==> src/rtl/uart_tx_arbiter_if.sv <==
// ---------------------------------------------------------------------------
// uart_tx_arbiter_if
//   Bundles the requester handshake and the tx_uart control signals of the
//   UART transmit arbiter.
//   Parameters:
//     NUM_REQ  number of requesters
//     ID_W     width of grant_id
//   Signals:
//     req_valid[NUM_REQ]    requester i has a byte on req_data[8i+7:8i]
//     req_data[8*NUM_REQ]   packed byte per requester
//     req_last[NUM_REQ]     byte of requester i closes its frame
//     req_ready[NUM_REQ]    1-cycle pulse: byte of requester i accepted
//     tx_start              1-cycle start pulse to tx_uart
//     tx_data[8]            byte to tx_uart, valid while tx_start=1
//     tx_busy               busy flag from tx_uart
//     grant_id[ID_W]        current or last owner
//     frame_active          owner holds the UART
//     frame_abort           1-cycle pulse when a stalled frame is aborted
//   Modports:
//     master  requester/tx_uart side (drives req_*, tx_busy)
//     slave   arbiter side
// ---------------------------------------------------------------------------
interface uart_tx_arbiter_if #(
  parameter int NUM_REQ = 2,
  parameter int ID_W    = 1
);
  logic [NUM_REQ-1:0]   req_valid;
  logic [8*NUM_REQ-1:0] req_data;
  logic [NUM_REQ-1:0]   req_last;
  logic [NUM_REQ-1:0]   req_ready;
  logic                 tx_start;
  logic [7:0]           tx_data;
  logic                 tx_busy;
  logic [ID_W-1:0]      grant_id;
  logic                 frame_active;
  logic                 frame_abort;

  modport master (
    output req_valid, req_data, req_last, tx_busy,
    input  req_ready, tx_start, tx_data, grant_id, frame_active, frame_abort
  );

  modport slave (
    input  req_valid, req_data, req_last, tx_busy,
    output req_ready, tx_start, tx_data, grant_id, frame_active, frame_abort
  );
endinterface

==> src/rtl/uart_tx_arbiter.sv <==
// ---------------------------------------------------------------------------
// uart_tx_arbiter
//   Shares one tx_uart serializer between NUM_REQ framed byte-stream
//   requesters. Grants are round-robin and locked for a whole frame: the
//   owner keeps the UART until its byte flagged last has been transmitted
//   (tx_busy seen high, then low). All outputs are registered.
//
//   Parameters:
//     NUM_REQ        number of requesters (2..8)
//     ID_W           width of grant_id, >= clog2(NUM_REQ)
//     TIMEOUT_CYCLES max cycles the owner may stall mid-frame (timeout build)
//   Ports:
//     clk    system clock, rising edge
//     reset  synchronous, active-high
//     bus    uart_tx_arbiter_if.slave (requester handshake + tx_uart control)
//
//   Build option:
//     `define UART_ARB_TIMEOUT_EN  enables the mid-frame stall timeout; an
//     expired stall pulses frame_abort and frees the UART. Without it the
//     arbiter waits indefinitely and frame_abort is tied low.
// ---------------------------------------------------------------------------
module uart_tx_arbiter #(
  parameter int NUM_REQ        = 2,
  parameter int ID_W           = 1,
  parameter int TIMEOUT_CYCLES = 65535
) (
  input  logic             clk,
  input  logic             reset,
  uart_tx_arbiter_if.slave bus
);

  typedef enum logic [2:0] {IDLE, LOAD, WAIT_HI, WAIT_LO, NEXT} state_t;

  state_t             state_reg, state_next;
  logic [ID_W-1:0]    rr_ptr_reg, rr_ptr_next;
  logic [ID_W-1:0]    grant_id_reg, grant_id_next;
  logic [NUM_REQ-1:0] req_ready_reg, req_ready_next;
  logic               tx_start_reg, tx_start_next;
  logic [7:0]         tx_data_reg, tx_data_next;
  logic               frame_active_reg, frame_active_next;
  logic               last_reg, last_next;

  // Owner selection as a one-hot mask, so the owner's byte/valid/last are
  // picked with AND-OR muxing instead of a variable index.
  logic [NUM_REQ-1:0] owner_sel;
  logic [7:0]         owner_byte_masked [NUM_REQ];
  logic [7:0]         owner_byte;
  logic               owner_valid;
  logic               owner_last;

  logic               pick_found;
  logic [ID_W-1:0]    pick_idx;

`ifdef UART_ARB_TIMEOUT_EN
  localparam int CNT_W = $clog2(TIMEOUT_CYCLES + 1);
  logic [CNT_W-1:0]   stall_cnt_reg, stall_cnt_next;
  logic               frame_abort_reg, frame_abort_next;
`else
  // The stall limit has no effect when the timeout is not built in.
  localparam int unused_timeout_cycles = TIMEOUT_CYCLES;
`endif

  generate
    for (genvar gi = 0; gi < NUM_REQ; gi++) begin : g_owner
      assign owner_sel[gi]         = (grant_id_reg == ID_W'(gi));
      assign owner_byte_masked[gi] = bus.req_data[8*gi +: 8] & {8{owner_sel[gi]}};
    end
  endgenerate

  always_comb begin
    owner_byte = '0;
    for (int i = 0; i < NUM_REQ; i++) begin
      owner_byte = owner_byte | owner_byte_masked[i];
    end
  end

  assign owner_valid = |(bus.req_valid & owner_sel);
  assign owner_last  = |(bus.req_last & owner_sel);

  // Round-robin pick: scan distances 1..NUM_REQ from rr_ptr, the first valid
  // requester wins. rr_ptr itself is visited last, giving it lowest priority.
  always_comb begin
    pick_found = 1'b0;
    pick_idx   = '0;
    for (int k = 1; k <= NUM_REQ; k++) begin
      for (int i = 0; i < NUM_REQ; i++) begin
        if (!pick_found && bus.req_valid[i] &&
            (((int'(rr_ptr_reg) + k) % NUM_REQ) == i)) begin
          pick_found = 1'b1;
          pick_idx   = ID_W'(i);
        end
      end
    end
  end

  always_comb begin
    state_next        = state_reg;
    rr_ptr_next       = rr_ptr_reg;
    grant_id_next     = grant_id_reg;
    req_ready_next    = '0;
    tx_start_next     = 1'b0;
    tx_data_next      = tx_data_reg;
    frame_active_next = frame_active_reg;
    last_next         = last_reg;
`ifdef UART_ARB_TIMEOUT_EN
    frame_abort_next  = 1'b0;
    stall_cnt_next    = '0;
`endif
    case (state_reg)
      IDLE: begin
        // A UART still busy from before is never double-started.
        if (pick_found && !bus.tx_busy) begin
          grant_id_next     = pick_idx;
          rr_ptr_next       = pick_idx;
          frame_active_next = 1'b1;
          state_next        = LOAD;
        end
      end
      LOAD: begin
        tx_start_next  = 1'b1;
        tx_data_next   = owner_byte;
        req_ready_next = owner_sel;
        last_next      = owner_last;
        state_next     = WAIT_HI;
      end
      WAIT_HI: begin
        if (bus.tx_busy) begin
          state_next = WAIT_LO;
        end
      end
      WAIT_LO: begin
        if (!bus.tx_busy) begin
          if (last_reg) begin
            frame_active_next = 1'b0;
            state_next        = IDLE;
          end else begin
            state_next = NEXT;
          end
        end
      end
      NEXT: begin
        // Locked: only the owner can continue; everyone else waits.
        if (owner_valid) begin
          state_next = LOAD;
        end
`ifdef UART_ARB_TIMEOUT_EN
        else if (stall_cnt_reg == CNT_W'(TIMEOUT_CYCLES - 1)) begin
          // rr_ptr keeps the aborted owner so it ranks last next time.
          frame_abort_next  = 1'b1;
          frame_active_next = 1'b0;
          state_next        = IDLE;
        end else begin
          stall_cnt_next = stall_cnt_reg + 1'b1;
        end
`endif
      end
      default: begin
        state_next = IDLE;
      end
    endcase
  end

  always_ff @(posedge clk) begin
    if (reset) begin
      state_reg        <= IDLE;
      rr_ptr_reg       <= ID_W'(NUM_REQ - 1);
      grant_id_reg     <= '0;
      req_ready_reg    <= '0;
      tx_start_reg     <= 1'b0;
      tx_data_reg      <= 8'h00;
      frame_active_reg <= 1'b0;
      last_reg         <= 1'b0;
`ifdef UART_ARB_TIMEOUT_EN
      frame_abort_reg  <= 1'b0;
      stall_cnt_reg    <= '0;
`endif
    end else begin
      state_reg        <= state_next;
      rr_ptr_reg       <= rr_ptr_next;
      grant_id_reg     <= grant_id_next;
      req_ready_reg    <= req_ready_next;
      tx_start_reg     <= tx_start_next;
      tx_data_reg      <= tx_data_next;
      frame_active_reg <= frame_active_next;
      last_reg         <= last_next;
`ifdef UART_ARB_TIMEOUT_EN
      frame_abort_reg  <= frame_abort_next;
      stall_cnt_reg    <= stall_cnt_next;
`endif
    end
  end

  assign bus.req_ready    = req_ready_reg;
  assign bus.tx_start     = tx_start_reg;
  assign bus.tx_data      = tx_data_reg;
  assign bus.grant_id     = grant_id_reg;
  assign bus.frame_active = frame_active_reg;
`ifdef UART_ARB_TIMEOUT_EN
  assign bus.frame_abort  = frame_abort_reg;
`else
  assign bus.frame_abort  = 1'b0;
`endif

endmodule

==> src/flat_wrapper.sv <==
// flat-port wrapper written by rule: the top's interface ports become plain ports
module uart_tx_arbiter_flat 
#(
  parameter int NUM_REQ        = 2,
  parameter int ID_W           = 1,
  parameter int TIMEOUT_CYCLES = 65535
)
  (clk, reset, bus_req_valid, bus_req_data, bus_req_last, bus_tx_busy, bus_req_ready, bus_tx_start, bus_tx_data, bus_grant_id, bus_frame_active, bus_frame_abort);
  uart_tx_arbiter_if #(.NUM_REQ(NUM_REQ), .ID_W(ID_W)) bus_i ();
  input  logic clk;
  input  logic reset;
  input wire logic [$bits(bus_i.req_valid)-1:0] bus_req_valid;
  input wire logic [$bits(bus_i.req_data)-1:0] bus_req_data;
  input wire logic [$bits(bus_i.req_last)-1:0] bus_req_last;
  input wire logic [$bits(bus_i.tx_busy)-1:0] bus_tx_busy;
  output wire logic [$bits(bus_i.req_ready)-1:0] bus_req_ready;
  output wire logic [$bits(bus_i.tx_start)-1:0] bus_tx_start;
  output wire logic [$bits(bus_i.tx_data)-1:0] bus_tx_data;
  output wire logic [$bits(bus_i.grant_id)-1:0] bus_grant_id;
  output wire logic [$bits(bus_i.frame_active)-1:0] bus_frame_active;
  output wire logic [$bits(bus_i.frame_abort)-1:0] bus_frame_abort;
  assign bus_i.req_valid = bus_req_valid;
  assign bus_i.req_data = bus_req_data;
  assign bus_i.req_last = bus_req_last;
  assign bus_i.tx_busy = bus_tx_busy;
  assign bus_req_ready = bus_i.req_ready;
  assign bus_tx_start = bus_i.tx_start;
  assign bus_tx_data = bus_i.tx_data;
  assign bus_grant_id = bus_i.grant_id;
  assign bus_frame_active = bus_i.frame_active;
  assign bus_frame_abort = bus_i.frame_abort;
  uart_tx_arbiter #(.NUM_REQ(NUM_REQ), .ID_W(ID_W), .TIMEOUT_CYCLES(TIMEOUT_CYCLES)) u_core (.clk(clk), .reset(reset), .bus(bus_i));
endmodule
==> config.mk <==
export PLATFORM = sky130hd
export DESIGN_NAME = uart_tx_arbiter_flat
export DESIGN_NICKNAME = d
export VERILOG_FILES = /design/src/rtl/uart_tx_arbiter_if.sv /design/src/rtl/uart_tx_arbiter.sv /design/src/flat_wrapper.sv
export SDC_FILE = /design/constraint.sdc
export NUM_CORES = 1
export LEC_CHECK = 0
export ABC_AREA = 1
export CAP_MARGIN = 20
export CORE_MARGIN = 2
export CORE_UTILIZATION = 39
export CTS_BUF_LIST = sky130_fd_sc_hd__clkbuf_8
export CTS_CLUSTER_DIAMETER = 50
export DETAILED_ROUTE_END_ITERATION = 16
export PLACE_DENSITY = 0.76
export SYNTH_ARGS = -nofsm -noshare
export SYNTH_HDL_FRONTEND = slang
export SYNTH_SLANG_ARGS = --single-unit
==> constraint.sdc <==
create_clock -name clk -period 1 [get_ports clk]
set_input_delay 0.1 -clock clk [delete_from_list [all_inputs] [get_ports clk]]
set_output_delay 0.1 -clock clk [all_outputs]
set_load 0.05 [all_outputs]
Word-level counts from Yosys, hierarchy flattened
Index checks and enable logic that the tools add are counted.
{"block": "totals", "regBits": 18, "latch_bits": 0, "ram_bits": 0, "mem_bits_ro": 0, "input_bits": 23, "output_inout_bits": 14, "mem_count": 0}
{"block": "op_classes", "addsub": 2, "mul": 0, "div_mod_pow": 0, "n_lt_le_gt_ge": 0, "eq_ne": 11, "shift": 0, "n_mux": 18, "n_bitwise": 9, "n_reduce_logical": 22}
{"cell": "32-bit logical NOT", "count": 2}
{"cell": "8-bit AND", "count": 2}
{"cell": "3-bit 2-to-1 mux", "count": 5}
{"cell": "3-bit case mux with 5 select lines", "count": 1}
{"cell": "1-bit 2-to-1 mux", "count": 11}
{"cell": "1-bit logical AND", "count": 8}
{"cell": "8-bit OR", "count": 1}
{"cell": "4-bit AND reduction", "count": 2}
{"cell": "3-bit by 2-bit == test with 1-bit output (second input constant)", "count": 2}
{"cell": "2-bit by 1-bit != test with 1-bit output (second input constant)", "count": 3}
{"cell": "2-bit OR reduction", "count": 3}
{"cell": "2-bit AND", "count": 2}
{"cell": "2-bit == test (second input constant)", "count": 2}
{"cell": "1-bit logical NOT", "count": 4}
{"cell": "2-bit != test (second input constant)", "count": 2}
{"cell": "3-bit by 1-bit == test with 1-bit output (second input constant)", "count": 1}
{"cell": "3-bit == test (second input constant)", "count": 1}
{"cell": "3-bit logical NOT", "count": 1}
{"cell": "1-bit adder (second input constant)", "count": 2}
{"cell": "1-bit AND (first input constant)", "count": 2}
{"cell": "1-bit inverter", "count": 2}
{"cell": "1-bit case mux with 2 select lines", "count": 1}
{"cell": "2-bit AND reduction", "count": 1}
{"cell": "2-bit nonzero test", "count": 1}

Longest topological paths before layout
Gate-level depths: netlist (run 1).
{"block": "logic_depth", "ltp_word": 20, "ltp_mapped": 9}

Least setup slack after synthesis (run 1)
No wires, ideal clock.
{"block": "synth_timing", "kind": "register to register", "from": "register u_core.grant_id_reg, in the netlist u_core.bus.grant_id", "to": "register u_core.last_reg", "setup_time_ns": 0.119, "arrival_time_ns": 1.217, "path_slack_ns": -0.336, "stages_incl_launch_ff": 7, "synth_period_minus_slack_ns": 1.336, "cell_sequence": "dfxtp_1 > inv_1 > buf_2 > nand2_1 > nand2_1 > o21ai_0 > a21oi_1"}
{"block": "synth_via", "elab_chain_cells": 3}
{"element": "start, declared", "line_no": "uart_tx_arbiter.sv:36", "source": "logic [ID_W-1:0] grant_id_reg, grant_id_next;"}
{"element": "start signal, assigned", "line_no": "uart_tx_arbiter.sv:180", "source": "grant_id_reg <= grant_id_next;"}
{"element": "1-bit inverter", "line_no": "uart_tx_arbiter.sv:65", "source": "assign owner_sel[gi] = (grant_id_reg == ID_W'(gi));"}
{"element": "2-bit AND (*)", "line_no": "uart_tx_arbiter.sv:78", "source": "assign owner_last = |(bus.req_last & owner_sel);"}
{"element": "2-bit OR reduction (*)", "line_no": "uart_tx_arbiter.sv:78"}
{"element": "end signal, assigned", "line_no": "uart_tx_arbiter.sv:185", "source": "last_reg <= last_next;"}
{"element": "end, declared", "line_no": "uart_tx_arbiter.sv:41", "source": "logic last_reg, last_next;"}
Mark *: on every way between the ends. The rest lies on a longest branch, timed or not.
A chain may end at the register's enable or synchronous reset.

Final worst setup path (run 1)
{"block": "layout_timing", "from": "register u_core.state_reg[0]", "to": "register u_core.state_reg[2]"}
{"block": "layout_via", "elab_chain_cells": 3}
{"element": "start, declared", "line_no": "uart_tx_arbiter.sv:34", "source": "state_t state_reg, state_next;"}
{"element": "start signal, assigned", "line_no": "uart_tx_arbiter.sv:178", "source": "state_reg <= state_next;"}
{"element": "3-bit == test (tied with other cells)", "line_no": "uart_tx_arbiter.sv:109", "source": "case (state_reg)"}
{"element": "2-bit by 1-bit != test with 1-bit output (no source line) or 2-bit != test (tied branches)"}
{"element": "4-bit AND reduction (no source line)"}
Parallel ways exist; a longest one is shown, timed or not.

==> metrics.txt, run 1 <==
status=finished with violations; failing checks=negative setup slack; Pwr Total=0.00470 W; flip-flop and latch count after synthesis=18; peak supply drop=0.00199 V; Cells on Worst Hold Path=2; post-DP HPWL=1.83 mm; Slew Viols, Final=0; syn nets=157; worst reg-to-reg setup slack=-0.13 ns; dominant cell type by area after synthesis=dfxtp_1; Num CTS Buffers=3; Post-synth EDFFs=0; worst flop-to-flop path startpoint=u_core.state_reg[0]; synthesized area=908 µm²; Synth async-reset ratio=0; total global routing overflow=0; pre-CTS setup slack=-0.312 ns; R2R Path End=u_core.state_reg[2]; RSZ-0062 raised after global routing=yes; Longest Clk Path Bufs=2; largest family of logic cells by synthesized area=simple AND/OR/NAND/NOR gates; # diodes=0; Final min period=1.13 ns; CP max FO=5; cell family with most CP delay=flip-flops; adder-cell share of the synthesized area=0; number of flip-flops in the largest register=8; Synth Area in Compound Gates=0.0978; Clock transition at path regs=0.07 ns; # rows=17; gpl congestion=0.897; crit start category=register; hold buffers post-CTS=0; Synth Area in XOR/XNOR=0; initial antenna violation count=0; Layout area overhead=94.5%; Die H=52.3 µm; insertion delay to the later sink of the worst-skew pair=0.25 ns; Final Hold Vio Count=0; static leakage=0.718 nW; Hold Slack=0.497 ns; share of cells above drive strength 1=0.435; first-iteration detailed-routing DRC count=33; mux share of post-synthesis cell area=0; fmax=0.888 GHz; FF-to-FF path depth=8; register area=373 µm²; final WL=3.10 mm; H-Tree Depth=1; die area=2730 µm²; Synth cell types=22; kind of critical path=reg -> reg; Top Ports=37; # nets final=208; fin crit share=1.13; area of the multi-input gates=632 µm²; via count=1117; DRC viols=0; GRT Overall Usage=0.210; largest net degree at the start of global routing=13; Critical Path AT=1.27 ns; clk sinks=18; WP buf/inv=3; ranking of synthesized cells by area=dfxtp_1 40%, nand2_1 21%, nand3_1 7.7%; first drt pass iteration count=4; Mean Syn Cell Area=6.78 µm²; setup TNS=-1.22 ns; Worst Setup End Kind=register; Critical Path RT=1.15 ns; IO Port Bufs=35; Antenna Nets Post-Route=0; # fillers=133; hold wc startpoint=u_core.rr_ptr_reg; CTS tree=done; worst hold path type=reg -> reg; global-route wire length before repair=4.23 mm; Synth Warn #=0; critical-path cell list=inv_4 -> nand2_2 -> nor2_2 -> inv_1 -> nand2_2 -> nor2_1 -> o21ai_1 -> inv_1; max cap viols=0; Die X=52.3 µm; Root Buffer=clkbuf_8; cell count after synthesis=134; Core Region=2210 µm²; Post-Synth Simple-Gate Area=0.402; Worst path slowest cell=dfxtp_4; drt via density=5.27; skew final=0.00705 ns; final setup vio count=18; max incr delay on CP=0.38 ns; PwrDens=2660 nW/µm²; Hold Crit Endpoint=u_core.rr_ptr_reg; Final WS setup=-0.126 ns; ys flop type=dfxtp_1; vias in the first global route=999; Synth top area share=0.397; wire length per cell=14.6 µm; starting density of the core=0.411; register area share after synthesis=0.397
[cell usage in the layout, fill, tap and decap left out, types with 2 or more instances in the layout]
cell              n
buf_4            13
buf_6             4
nor2_1            5
nand2_1          46
buf_12           14
clkdlybuf4s50_1  22
clkbuf_8          3
dfxtp_4           3
nand3_4           3
a21oi_2          12
dfxtp_1          14
nand2_8           2
o21ai_2           2
nand3_2           5
nor2_2            3
inv_4             2
nand3_1           6
inv_1             6
nand2_2           7
a21oi_1           2
inv_2             2
[routing by layer]
layer,vias up,routed length (µm),GRT usage
met4,0,68,0.0812
met3,7,203,0.0400
met2,56,1640,0.369
met5,-,0,0
li1,525,-,-
met1,529,1180,0.250
[power breakdown]
part	internal (W)	switching (W)
Clock	0.000272	0.000241
Combinational	0.00133	0.00166
Sequential	0.000957	0.000249
[worst register-to-register path, cell delays in order (launching register included)]
cell     delay [ns]
dfxtp_4        0.38
inv_4          0.11
nand2_2        0.07
nor2_2         0.12
inv_1          0.08
nand2_2        0.07
nor2_1         0.05
o21ai_1        0.10
inv_1          0.05
[metrics by stage]
| step | area (µm²) | util | std cells |
|---|---|---|---|
| 6_report | 1770 | 0.799 | 212 |
| 5_1_grt | 1770 | 0.799 | 212 |
| 4_1_cts | 1590 | 0.719 | 209 |
| 3_5_place_dp | 1470 | 0.666 | 201 |
| 3_3_place_gp | 1470 | 0.666 | 201 |
| 2_1_floorplan | 933 | - | 134 |
[final cells by class]
type	count	share of cell area
clock buffer	3	0.0234
clock inverter	1	0.00212
inverter	9	0.0220
multi-input combinational	100	0.358
sequential	18	0.211
tap	28	0.0198
timing repair buffer	53	0.364
[worst max path at each step]
stage               slack [ns]  cells after the start             endpoint                start
floorplan                -0.03                      8  u_core.state_reg[2]  u_core.bus.grant_id
global placement         -0.25                      7  u_core.state_reg[2]     bus_req_valid[1]
detailed placement       -0.31                      6  u_core.state_reg[1]     bus_req_valid[1]
CTS                      -0.09                      6  u_core.state_reg[1]  u_core.state_reg[1]
global route             -0.22                      8  u_core.state_reg[2]  u_core.state_reg[2]
finish                   -0.13                      8  u_core.state_reg[2]  u_core.state_reg[0]
[Yosys cell counts, types with 2 or more instances]
| cell | count |
|---|---|
| nor2_1 | 8 |
| buf_6 | 2 |
| buf_4 | 2 |
| o21ai_0 | 2 |
| inv_1 | 8 |
| buf_2 | 2 |
| nand3_1 | 14 |
| nand2_1 | 52 |
| nor3_2 | 2 |
| a21oi_1 | 13 |
| dfxtp_1 | 18 |
[logic make-up (layout without fill, tap and decap cells)]
group,after synthesis,in the layout
AND/OR/NAND/NOR,81,82
AO/OA/AOI/OAI,17,17
flip-flops,18,18
buffers and inverters,17,66
other,1,1
[repair_timing]
item,CTS,global route
gates cloned,0,1
endpoints found under the hold margin,0,0
gates resized for setup,13,37
endpoints found under the setup margin,19,19
setup buffers,4,3
pin swaps,10,23
No activity file was read; power rests on OpenSTA's default activity.
==> run 2: changes to the inputs <==
Settings changed: GPL_TIMING_DRIVEN set to 0, RECOVER_POWER set to 100, SKIP_LAST_GASP set to 1.
==> run 2 against run 1 <==
Compared with the run above:
- the run still ends with negative setup slack left
- total power decreased by 20%
- sequential share of layout area increased by 6.0 points
- sequential power decreased by 4%
- core utilization decreased by 18 points
- setup slack improved by 0.023 ns
- clock skew decreased by 0.0066 ns
- fmax increased by 2.1%
- critical path type unchanged
- highest routed layer unchanged
==> metrics.txt, run 2 (synthesized netlist as in run 1, its figures left out) <==
status=finished with violations (unchanged); failing checks=negative setup slack (unchanged); Sw Share=0.449 (was 0.457); initial antenna violation count=0 (unchanged); # nets final=201 (was 208); max incr delay on CP=0.39 ns (was 0.38 ns); Layout area overhead=51.4% (was 94.5%); Clock transition at path regs=0.07 ns (about the same); clk sinks=18 (unchanged); via count=968 (was 1117); number of flip-flops in the largest register=8 (unchanged); Worst Setup End Kind=register (unchanged); DRC viols=0 (unchanged); Longest Clk Path Bufs=2 (unchanged); gpl congestion=0.837 (was 0.897); kind of critical path=reg -> reg (unchanged); CP max FO=8 (was 5); first drt pass iteration count=4 (unchanged); Die H=52.3 µm (unchanged); # placed instances=196 (was 201); sequential share of power=0.306 (was 0.257); static leakage=0.633 nW (was 0.718 nW); most frequent cells in the layout=49 x nand2_1, 21 x clkdlybuf4s50_1, 14 x nand3_1, 14 x dfxtp_1, 12 x a21oi_1 (was 46 x nand2_1, 22 x clkdlybuf4s50_1, 14 x buf_12, 14 x dfxtp_1, 13 x buf_4); Top Ports=37 (unchanged); skew final=0.000427 ns (was 0.00705 ns); RSZ-0062 raised after global routing=yes (unchanged); fin crit share=1.10 (was 1.13); Worst path slowest cell=dfxtp_4 (unchanged); CTS tree=done (unchanged); post-route insts no fill=205 (was 212); critical-path cell list=buf_12 -> nor2_8 -> nand2_4 -> buf_6 -> nand2_1 -> a21oi_1 (was inv_4 -> nand2_2 -> nor2_2 -> inv_1 -> nand2_2 -> nor2_1 -> o21ai_1 -> inv_1); Core Region=2210 µm² (unchanged); # diodes=0 (unchanged); crit path from=u_core.state_reg[1] (was u_core.state_reg[0]); worst hold path type=in -> reg (was reg -> reg); total global routing overflow=0 (unchanged); insertion delay to the later sink of the worst-skew pair=0.25 ns (about the same); Final Hold Vio Count=0 (unchanged); peak supply drop=0.00155 V (was 0.00199 V); worst flop-to-flop path startpoint=u_core.state_reg[1] (was u_core.state_reg[0]); placed cell areas=1310 µm² (was 1470 µm²); PwrDens=2740 nW/µm² (was 2660 nW/µm²); largest net degree at the start of global routing=11 (was 13); # fillers=203 (was 133); Final WS setup=-0.103 ns (was -0.126 ns); worst-margin pin slew=0.541 ns; hold wc startpoint=reset (was u_core.rr_ptr_reg); final WL=2.31 mm (was 3.10 mm); # rows=17 (unchanged); die area=2730 µm² (unchanged); drt via density=4.72 (was 5.27); starting density of the core=0.411 (unchanged); Final min period=1.10 ns (was 1.13 ns); Antenna Nets Post-Route=0 (unchanged); H-Tree Depth=1 (unchanged); worst reg-to-reg setup slack=-0.10 ns (was -0.13 ns); Critical Path AT=1.22 ns (was 1.27 ns); post-DP HPWL=1.66 mm (was 1.83 mm); fmax=0.907 GHz (was 0.888 GHz); IO Port Bufs=34 (was 35); Die X=52.3 µm (unchanged); wire length per cell=11.3 µm (was 14.6 µm); P_sw=0.00169 W (was 0.00215 W); internal power=0.00208 W (was 0.00255 W); Slew HR=0.639; Clk pwr share=0.159 (was 0.109); crit start category=register (unchanged); max cap viols=0 (unchanged); Root Buffer=clkbuf_8 (unchanged); global-route wire length before repair=3.69 mm (was 4.23 mm); GRT Overall Usage=0.181 (was 0.210); vias in the first global route=873 (was 999); first-iteration detailed-routing DRC count=21 (was 33); most common cell after layout, fill and taps aside=nand2_1 (unchanged); share of cells above drive strength 1=0.271 (was 0.435); Logic pwr share=0.535 (was 0.634); fin area=1380 µm² (was 1770 µm²); final setup vio count=17 (was 18); Num CTS Buffers=3 (unchanged); Critical Path RT=1.12 ns (was 1.15 ns); Slew Viols, Final=0 (unchanged); Hold Slack=0.130 ns (was 0.497 ns)
-- run 2: worst paths after layout --
check | to | cells past startpoint
hold reg to reg | u_core.bus.tx_data[6] | 2
setup reg to reg | u_core.bus.tx_data[7] | 6
hold / removal | u_core.state_reg[1] | 2
setup / recovery | u_core.bus.tx_data[7] | 6
-- run 2: stage by stage --
stage                     setup TNS (ns)  total power [W]  utilization  setup WS, ns
after detailed placement           -5.05          0.00303        0.592        -0.302
final                              -1.05          0.00377        0.622        -0.103
after floorplan                   -0.109          0.00251            -       -0.0349
after CTS                         -0.217          0.00365        0.605       -0.0645
after global routing               -2.31          0.00402        0.622        -0.162
after global placement             -4.77          0.00300        0.592        -0.265
-- run 2: area by class of cell --
type	instances	area (µm²)	area share
Clock buffer	4	55.1	0.0400
Timing Repair Buffer	40	344	0.250
Buffer	7	55.1	0.0400
Sequential cell	18	373	0.271
Multi-Input combinational cell	99	474	0.345
Inverter	9	38.8	0.0282
Tap cell	28	35.0	0.0255
-- run 2: per-layer routing --
layer | part of all wire | global-route usage | routed length [µm] | vias up
met4 | 0.018 | 0.0897 | 42 | 0
met5 | 0 | 0 | 0 | -
met2 | 0.50 | 0.300 | 1150 | 29
li1 | - | - | - | 505
met1 | 0.44 | 0.228 | 1020 | 428
met3 | 0.042 | 0.0286 | 96 | 6
-- run 2: power by group through the flow --
| stage | Combinational, W | Clock [W] | Sequential, W |
|---|---|---|---|
| CTS | 0.00188 | 0.000608 | 0.00115 |
| global route | 0.00219 | 0.000647 | 0.00119 |
| global placement | 0.00191 | 0 | 0.00109 |
| finish | 0.00202 | 0.000599 | 0.00116 |
| floorplan | 0.000987 | 0 | 0.00152 |
| detailed placement | 0.00194 | 0 | 0.00109 |
-- run 2: what timing repair did --
| item | CTS | global route |
|---|---|---|
| endpoints found under the setup margin | 29 | 20 |
| pin swaps | 5 | 2 |
| setup buffers | 4 | 1 |
| gates cloned | 1 | 0 |
| resized for setup | 73 | 7 |
| hold buffers | 0 | 0 |
-- run 2: worst max-delay path, delay by kind of cell (launching register included) --
family,cells,cell delay [ns]
DFF,1,0.39
buffers and inverters,2,0.28
and+or+nand+nor,3,0.24
AOI/OAI and AO/OA,1,0.05
